**config.mk**
```make
export PLATFORM = sky130hd
export DESIGN_NAME = cmul_combine_stage_flat
export DESIGN_NICKNAME = d
export VERILOG_FILES = /design/src/rtl/cmul_combine_stage_if.sv /design/src/rtl/cmul_combine_stage.sv /design/src/flat_wrapper.sv
export SDC_FILE = /design/constraint.sdc
export NUM_CORES = 1
export LEC_CHECK = 0
export ABC_AREA = 1
export BUFFER_PORTS_ARGS = -buffer_cell sky130_fd_sc_hd__buf_2
export CAP_MARGIN = 20
export CORE_MARGIN = 4
export CORE_UTILIZATION = 45
export DETAILED_ROUTE_END_ITERATION = 16
export PLACE_DENSITY = 0.72
export SYNTH_ARGS = -nofsm -noshare
export SYNTH_HDL_FRONTEND = slang
export SYNTH_SLANG_ARGS = --single-unit
```
**constraint.sdc**
```tcl
create_clock -name clk -period 12.7 [get_ports clk]
set_input_delay 2.54 -clock clk [delete_from_list [all_inputs] [get_ports clk]]
set_output_delay 2.54 -clock clk [all_outputs]
set_load 0.02 [all_outputs]
```
**src/rtl/cmul_combine_stage_if.sv**
```systemverilog
`default_nettype none
// ============================================================================
// Module      : cmul_combine_stage_if
// Description : Handshake and data bundle for the complex-multiplier
//               recombination stage.
//               Upstream side : in_valid, in_ready, ac, bd, ad, bc
//               Downstream side: out_valid, out_ready, re, im, out_ovf
//               The master modport is the environment around the stage.
//               The slave modport is the stage itself.
// Revision    : 1.0 - initial release
// ============================================================================
interface cmul_combine_stage_if #(
    parameter int W = 64
);
    logic         in_valid;
    logic         in_ready;
    logic [W-1:0] ac;
    logic [W-1:0] bd;
    logic [W-1:0] ad;
    logic [W-1:0] bc;
    logic         out_valid;
    logic         out_ready;
    logic [W:0]   re;
    logic [W:0]   im;
    logic         out_ovf;

    modport master (
        output in_valid, ac, bd, ad, bc, out_ready,
        input  in_ready, out_valid, re, im, out_ovf
    );

    modport slave (
        input  in_valid, ac, bd, ad, bc, out_ready,
        output in_ready, out_valid, re, im, out_ovf
    );
endinterface
`default_nettype wire

```
**src/rtl/cmul_combine_stage.sv**
```systemverilog
`default_nettype none
// ============================================================================
// Module      : cmul_combine_stage
// Description : Two-stage recombination of the four partial products of a
//               complex multiplier: re = ac - bd, im = ad + bc, each exact in
//               W+1 bits.  Every add/subtract is split: the low halves are
//               summed in stage 1 and their carries registered, and the high
//               halves are summed in stage 2.  Latency 2, throughput 1/cycle.
// Ports       : clk       - rising-edge clock
//               rst       - asynchronous active-high reset
//               bus.in_*  - input handshake and products ac, bd, ad, bc
//               bus.out_* - output handshake, re, im, out_ovf
// Options     : CMUL_SAT_EN - when defined, re/im are clamped to the W-bit
//               signed range and out_ovf flags a clamp.  When undefined,
//               re/im are exact and out_ovf is 0.
// Revision    : 1.0 - initial release
// ============================================================================
module cmul_combine_stage #(
    parameter int W = 64
) (
    input  wire                    clk,
    input  wire                    rst,
    cmul_combine_stage_if.slave    bus
);
    localparam int HALF = W / 2;

    // ---------------------------------------------------------------- control
    logic w_s2_load;
    logic w_s1_adv;
    logic w_in_ready;
    logic w_in_fire;

    logic r_s1_valid;
    logic r_s2_valid;

    // The output register can be refilled when it is empty or being drained.
    assign w_s2_load  = !r_s2_valid || bus.out_ready;
    assign w_s1_adv   = r_s1_valid && w_s2_load;
    assign w_in_ready = !r_s1_valid || w_s1_adv;
    assign w_in_fire  = bus.in_valid && w_in_ready;

    assign bus.in_ready  = w_in_ready;
    assign bus.out_valid = r_s2_valid;

    // ---------------------------------------------------------- stage 1 math
    // The extra top bit of each sum is the carry into the high half.
    // Subtraction uses the inverted operand with carry-in 1.
    logic [HALF:0] w_re_lo_sum;
    logic [HALF:0] w_im_lo_sum;

    assign w_re_lo_sum = {1'b0, bus.ac[HALF-1:0]} + {1'b0, ~bus.bd[HALF-1:0]}
                       + {{HALF{1'b0}}, 1'b1};
    assign w_im_lo_sum = {1'b0, bus.ad[HALF-1:0]} + {1'b0, bus.bc[HALF-1:0]};

    logic            r_cr;
    logic            r_ci;
    logic [HALF-1:0] r_re_lo;
    logic [HALF-1:0] r_im_lo;
    logic [HALF-1:0] r_ac_hi;
    logic [HALF-1:0] r_bd_hi;
    logic [HALF-1:0] r_ad_hi;
    logic [HALF-1:0] r_bc_hi;

    always_ff @(posedge clk or posedge rst) begin
        if (rst) begin
            r_s1_valid <= 1'b0;
            r_cr       <= 1'b0;
            r_ci       <= 1'b0;
            r_re_lo    <= '0;
            r_im_lo    <= '0;
            r_ac_hi    <= '0;
            r_bd_hi    <= '0;
            r_ad_hi    <= '0;
            r_bc_hi    <= '0;
        end else begin
            // When stage 1 is free (or emptying) it takes whatever is
            // offered; with no offer it goes empty.
            if (w_in_ready) begin
                r_s1_valid <= bus.in_valid;
            end
            if (w_in_fire) begin
                r_cr    <= w_re_lo_sum[HALF];
                r_ci    <= w_im_lo_sum[HALF];
                r_re_lo <= w_re_lo_sum[HALF-1:0];
                r_im_lo <= w_im_lo_sum[HALF-1:0];
                r_ac_hi <= bus.ac[W-1:HALF];
                r_bd_hi <= bus.bd[W-1:HALF];
                r_ad_hi <= bus.ad[W-1:HALF];
                r_bc_hi <= bus.bc[W-1:HALF];
            end
        end
    end

    // ---------------------------------------------------------- stage 2 math
    // High halves are sign-extended by one bit so the W+1 bit result is
    // exact; the registered low-half carries close the split adders.
    logic [HALF:0] w_re_hi;
    logic [HALF:0] w_im_hi;
    logic [W:0]    w_re_full;
    logic [W:0]    w_im_full;

    assign w_re_hi = {r_ac_hi[HALF-1], r_ac_hi}
                   + ~{r_bd_hi[HALF-1], r_bd_hi}
                   + {{HALF{1'b0}}, r_cr};
    assign w_im_hi = {r_ad_hi[HALF-1], r_ad_hi}
                   + {r_bc_hi[HALF-1], r_bc_hi}
                   + {{HALF{1'b0}}, r_ci};

    assign w_re_full = {w_re_hi, r_re_lo};
    assign w_im_full = {w_im_hi, r_im_lo};

    logic [W:0] w_re_next;
    logic [W:0] w_im_next;
    logic       w_ovf_next;

`ifdef CMUL_SAT_EN
    localparam logic [W:0] c_sat_max = {2'b00, {(W-1){1'b1}}};
    localparam logic [W:0] c_sat_min = {2'b11, {(W-1){1'b0}}};

    // A W+1 bit value fits W signed bits exactly when its top two bits agree.
    logic w_re_ovf;
    logic w_im_ovf;

    assign w_re_ovf   = w_re_full[W] ^ w_re_full[W-1];
    assign w_im_ovf   = w_im_full[W] ^ w_im_full[W-1];
    assign w_re_next  = w_re_ovf ? (w_re_full[W] ? c_sat_min : c_sat_max) : w_re_full;
    assign w_im_next  = w_im_ovf ? (w_im_full[W] ? c_sat_min : c_sat_max) : w_im_full;
    assign w_ovf_next = w_re_ovf || w_im_ovf;
`else
    assign w_re_next  = w_re_full;
    assign w_im_next  = w_im_full;
    assign w_ovf_next = 1'b0;
`endif

    logic [W:0] r_re;
    logic [W:0] r_im;

    always_ff @(posedge clk or posedge rst) begin
        if (rst) begin
            r_s2_valid <= 1'b0;
            r_re       <= '0;
            r_im       <= '0;
        end else begin
            if (w_s2_load) begin
                r_s2_valid <= r_s1_valid;
            end
            // Data only changes when a real item moves in, so a stalled
            // result stays stable.
            if (w_s1_adv) begin
                r_re <= w_re_next;
                r_im <= w_im_next;
            end
        end
    end

    assign bus.re = r_re;
    assign bus.im = r_im;

`ifdef CMUL_SAT_EN
    logic r_ovf;

    always_ff @(posedge clk or posedge rst) begin
        if (rst) begin
            r_ovf <= 1'b0;
        end else if (w_s1_adv) begin
            r_ovf <= w_ovf_next;
        end
    end

    assign bus.out_ovf = r_ovf;
`else
    assign bus.out_ovf = w_ovf_next;
`endif

endmodule
`default_nettype wire

```
**src/flat_wrapper.sv**
```systemverilog
// flat-port wrapper written by rule: the top's interface ports become plain ports
module cmul_combine_stage_flat 
#(
    parameter int W = 64
)
  (clk, rst, bus_in_valid, bus_ac, bus_bd, bus_ad, bus_bc, bus_out_ready, bus_in_ready, bus_out_valid, bus_re, bus_im, bus_out_ovf);
  cmul_combine_stage_if #(.W(W)) bus_i ();
  input  wire clk;
  input  wire rst;
  input wire logic [$bits(bus_i.in_valid)-1:0] bus_in_valid;
  input wire logic [$bits(bus_i.ac)-1:0] bus_ac;
  input wire logic [$bits(bus_i.bd)-1:0] bus_bd;
  input wire logic [$bits(bus_i.ad)-1:0] bus_ad;
  input wire logic [$bits(bus_i.bc)-1:0] bus_bc;
  input wire logic [$bits(bus_i.out_ready)-1:0] bus_out_ready;
  output wire logic [$bits(bus_i.in_ready)-1:0] bus_in_ready;
  output wire logic [$bits(bus_i.out_valid)-1:0] bus_out_valid;
  output wire logic [$bits(bus_i.re)-1:0] bus_re;
  output wire logic [$bits(bus_i.im)-1:0] bus_im;
  output wire logic [$bits(bus_i.out_ovf)-1:0] bus_out_ovf;
  assign bus_i.in_valid = bus_in_valid;
  assign bus_i.ac = bus_ac;
  assign bus_i.bd = bus_bd;
  assign bus_i.ad = bus_ad;
  assign bus_i.bc = bus_bc;
  assign bus_i.out_ready = bus_out_ready;
  assign bus_in_ready = bus_i.in_ready;
  assign bus_out_valid = bus_i.out_valid;
  assign bus_re = bus_i.re;
  assign bus_im = bus_i.im;
  assign bus_out_ovf = bus_i.out_ovf;
  cmul_combine_stage #(.W(W)) u_core (.clk(clk), .rst(rst), .bus(bus_i));
endmodule
```
==> metrics list <==
- Seq/Total Area, Yosys: 37.3%
- Synthesis inferred 326 register bits.
- After clock tree synthesis, the clock-pin slew on the worst setup and hold paths is 0.06 ns.
- DRC violations left: 0
- Library cell with the largest summed area after synthesis: dfrtp_1
* Async set-reset flop share out of synthesis: 100%
- The total area inside the core boundary comes to 47900 um^2.
- Clock tree skew after final layout: 0.0135 ns
* Portion of synthesized cell area occupied by the leading cell type: 37.3%
* # setup viols final: 0
- Final count of pins violating max slew: 0
- Required time of the critical path: 10.16 ns
- Hold timing on the final database bottoms out at a slack of 0.465 ns.
- Entering global routing, the biggest net connects 141 pins.
* Mapped Cells: 3363
- The most common cell in the synthesized netlist is nand2_1.
- The detail route stage leaves a number of antenna-violating nets equal to 0.
- Antenna violations before repair: 11
- Worst Setup End Kind: primary output
* GRT Util Overall: 24.3%
* WL final: 64500 um
* Global-route wire length before repair: 105000 um
* Final count of hold timing violations: 0
- The min-delay analysis places its worst path in the category flop to flop.
- Max-Slew Margin vs Limit: 38.1%
- The worst setup path is of the input port to primary output kind.
* Share of cells above drive strength 1: 13.2%
* Cell types with the highest counts after synthesis: nand2_1, inv_1, dfrtp_1, nand3_1, nor2_1
* Maxcap violations: 0
- The placed instances occupy a cell area of 24400 um^2.
* Critical path data arrival time: 3.05 ns
- Later-pin clock latency in the skew report: 0.56 ns
- Result of the run: completed
- In the routed layout, each cell is associated on average with a via count of 4.83.
- Setup repair after global routing missed its margin: no
- Power density over the cells: 171 nW/um^2
- Clock Tree Root: clkbuf_16
* Register-to-register path setup slack: 9.72 ns
- Most used flip-flop cell after synthesis: dfrtp_1
- Once the clock tree was built, the setup fixing pass inserted 0 buffers.
* Maximum level of the CTS H-tree: 2
- Filler Cells Inserted: 4867
- Synth-to-layout area growth: 17.2%
- The Yosys step of the flow raised 0 warnings.
* Hpwl dp: 49500 um
* Total of buffers placed on input and output ports: 391
* TritonCTS clock tree: built
* Sum of negative setup slack: 0 ns
- Die width: 229 um
- The finished cells cover 25600 um^2.
- In this run, synthesis inferred 0 flip-flops with an integrated enable.
- STA classifies the critical path startpoint as an input port.
- The clock passes through at most 3 buffers.
* Leftover overflow at the end of global routing: 0
- The worst-case IR drop observed on VDD is 0.104 mV.
* Final RePlAce weighted congestion: 0.955
- Minimum clock period after layout: 5.59 ns
- Multi-input gate area: 11300 um^2
- From bottom edge to top edge, the die measures 229 um.
- Initial detailed-routing violation count: 1406
- In this run the cell area of the synthesized design comes to 21900 um^2.
- Buffers inserted during clock tree synthesis total 39.
- The pre-antenna-repair detailed-routing pass consisted of 8 iterations.
* Maximum operating frequency: 179 MHz
- Synthesized net count: 3755
- Total power consumption of the routed design: 4370 uW
- For this block, the via count after detailed routing is 21.1k.
- Leak Pwr: 0.0156 uW
- Number of library cell types mapped by synthesis: 34
- The clock net in this run drives a total of 326 sinks.
* Period utilization: 44.0%
* Number of rows created at floorplan: 80
* Average wire length per cell after detail routing: 14.7 um
* Starting density of the core: 45.6%
* Footprint of the flip-flops and latches: 8160 um^2
* Worst slew pin tran: 0.928 ns
- Top area cells in the synthesized netlist: dfrtp_1, nand2_1, inv_1
- Die Footprint: 52200 um^2
- Ports placed on the boundary: 393
- Critical Path Fanout Max: 3
- In this run, post-CTS hold repair placed 0 buffers.
* Gates resized, CTS repair: 0
* Fin nets: 4124
- Number of global-route vias before repair: 20.8k
- In this run the mean area of a mapped cell was 6.51 um^2.
worst max-delay path, stage by stage:
cell     delay, ns
buf_2         0.09
inv_1         0.06
nand3_1       0.14
buf_2         0.21
area by class of cell:
type / instances / area share [%]
Antenna cell: 3 / 0.0293
Clock buffer: 55 / 4.40
Clock inverter: 13 / 0.605
Inverter: 554 / 8.16
Multi-Input combinational cell: 2412 / 44.1
Sequential cell: 326 / 31.8
Tap cell: 615 / 3.00
Timing Repair Buffer: 399 / 7.91
flip-flops by register name, summed over array words and instances, names as in the netlist:
signal	count
u_core.r_ci	1
u_core.r_bd_hi	32
u_core.r_s1_valid	1
u_core.r_ac_hi	32
u_core.r_im_lo	32
u_core.r_bc_hi	32
u_core.bus.im	65
u_core.r_cr	1
u_core.r_ad_hi	32
u_core.bus.out_valid	1
u_core.bus.re	65
u_core.r_re_lo	32
stage by stage:
| step | util, % | instances | worst slack [ns] |
|---|---|---|---|
| after floorplan | - | 3363 | 1.13 |
| after global placement | 50.8 | 4306 | 7.12 |
| after detailed placement | 50.8 | 4306 | 7.12 |
| after CTS | 53.5 | 4374 | 7.11 |
| after global routing | 53.5 | 4377 | 7.07 |
| final | 53.5 | 4377 | 7.11 |
cell usage in the layout, fill, tap and decap left out, types with 2 or more instances in the layout:
cell type / instances
nand3b_1: 14
a21o_1: 4
ha_1: 126
o21ai_0: 96
clkbuf_8: 5
nand3_2: 5
fa_1: 6
o21bai_1: 12
inv_1: 549
diode_2: 3
clkinv_2: 6
clkinvlp_4: 3
and2_1: 2
nand2_2: 20
nor2_2: 3
xnor2_1: 52
nor3_1: 14
nand2_1: 1594
buf_2: 391
nand3_1: 170
xor2_1: 5
nor2_1: 165
inv_2: 2
clkinv_4: 2
dfrtp_1: 326
nand4_1: 11
a21oi_1: 83
bufinv_16: 3
clkbuf_1: 9
buf_4: 7
clkbuf_16: 41
o21ai_1: 20
nand2_4: 4
layer usage:
layer	track usage, %	share of wire (%)	vias to the layer above
met4	6.08	2.4	10
met5	0	0.090	-
li1	-	-	10897
met2	40.1	45	522
met1	33.1	46	9600
met3	4.72	6.1	108
report_power, final:
group	leakage [uW]	internal, uW	switching, uW
sequential	0.00399	1320	182
combinational	0.0110	574	1160
clock	0.000622	680	458
total	0.0156	2580	1800
logic make-up after synthesis:
group | count (synthesis) | synth area share [%]
simple gates | 2004 | 36.3
buf+inv | 625 | 11.2
flops | 326 | 37.3
compound gates | 218 | 5.22
fa+ha+maj | 132 | 7.75
xor+xnor | 57 | 2.28
other cells | 1 | 0.0171
path summary, 6_finish.rpt:
check,from,cells past startpoint,endpoint
max,bus_out_ready,4,bus_in_ready
min,u_core.r_re_lo[15],2,u_core.bus.re[15]
max reg2reg,u_core.r_s1_valid,6,u_core.r_re_lo[20]
min reg2reg,u_core.r_re_lo[15],2,u_core.bus.re[15]
max in group asynchronous,rst,4,u_core.bus.im[56]
min in group asynchronous,rst,2,u_core.bus.re[1]
No activity file was read; power rests on OpenSTA's default activity.
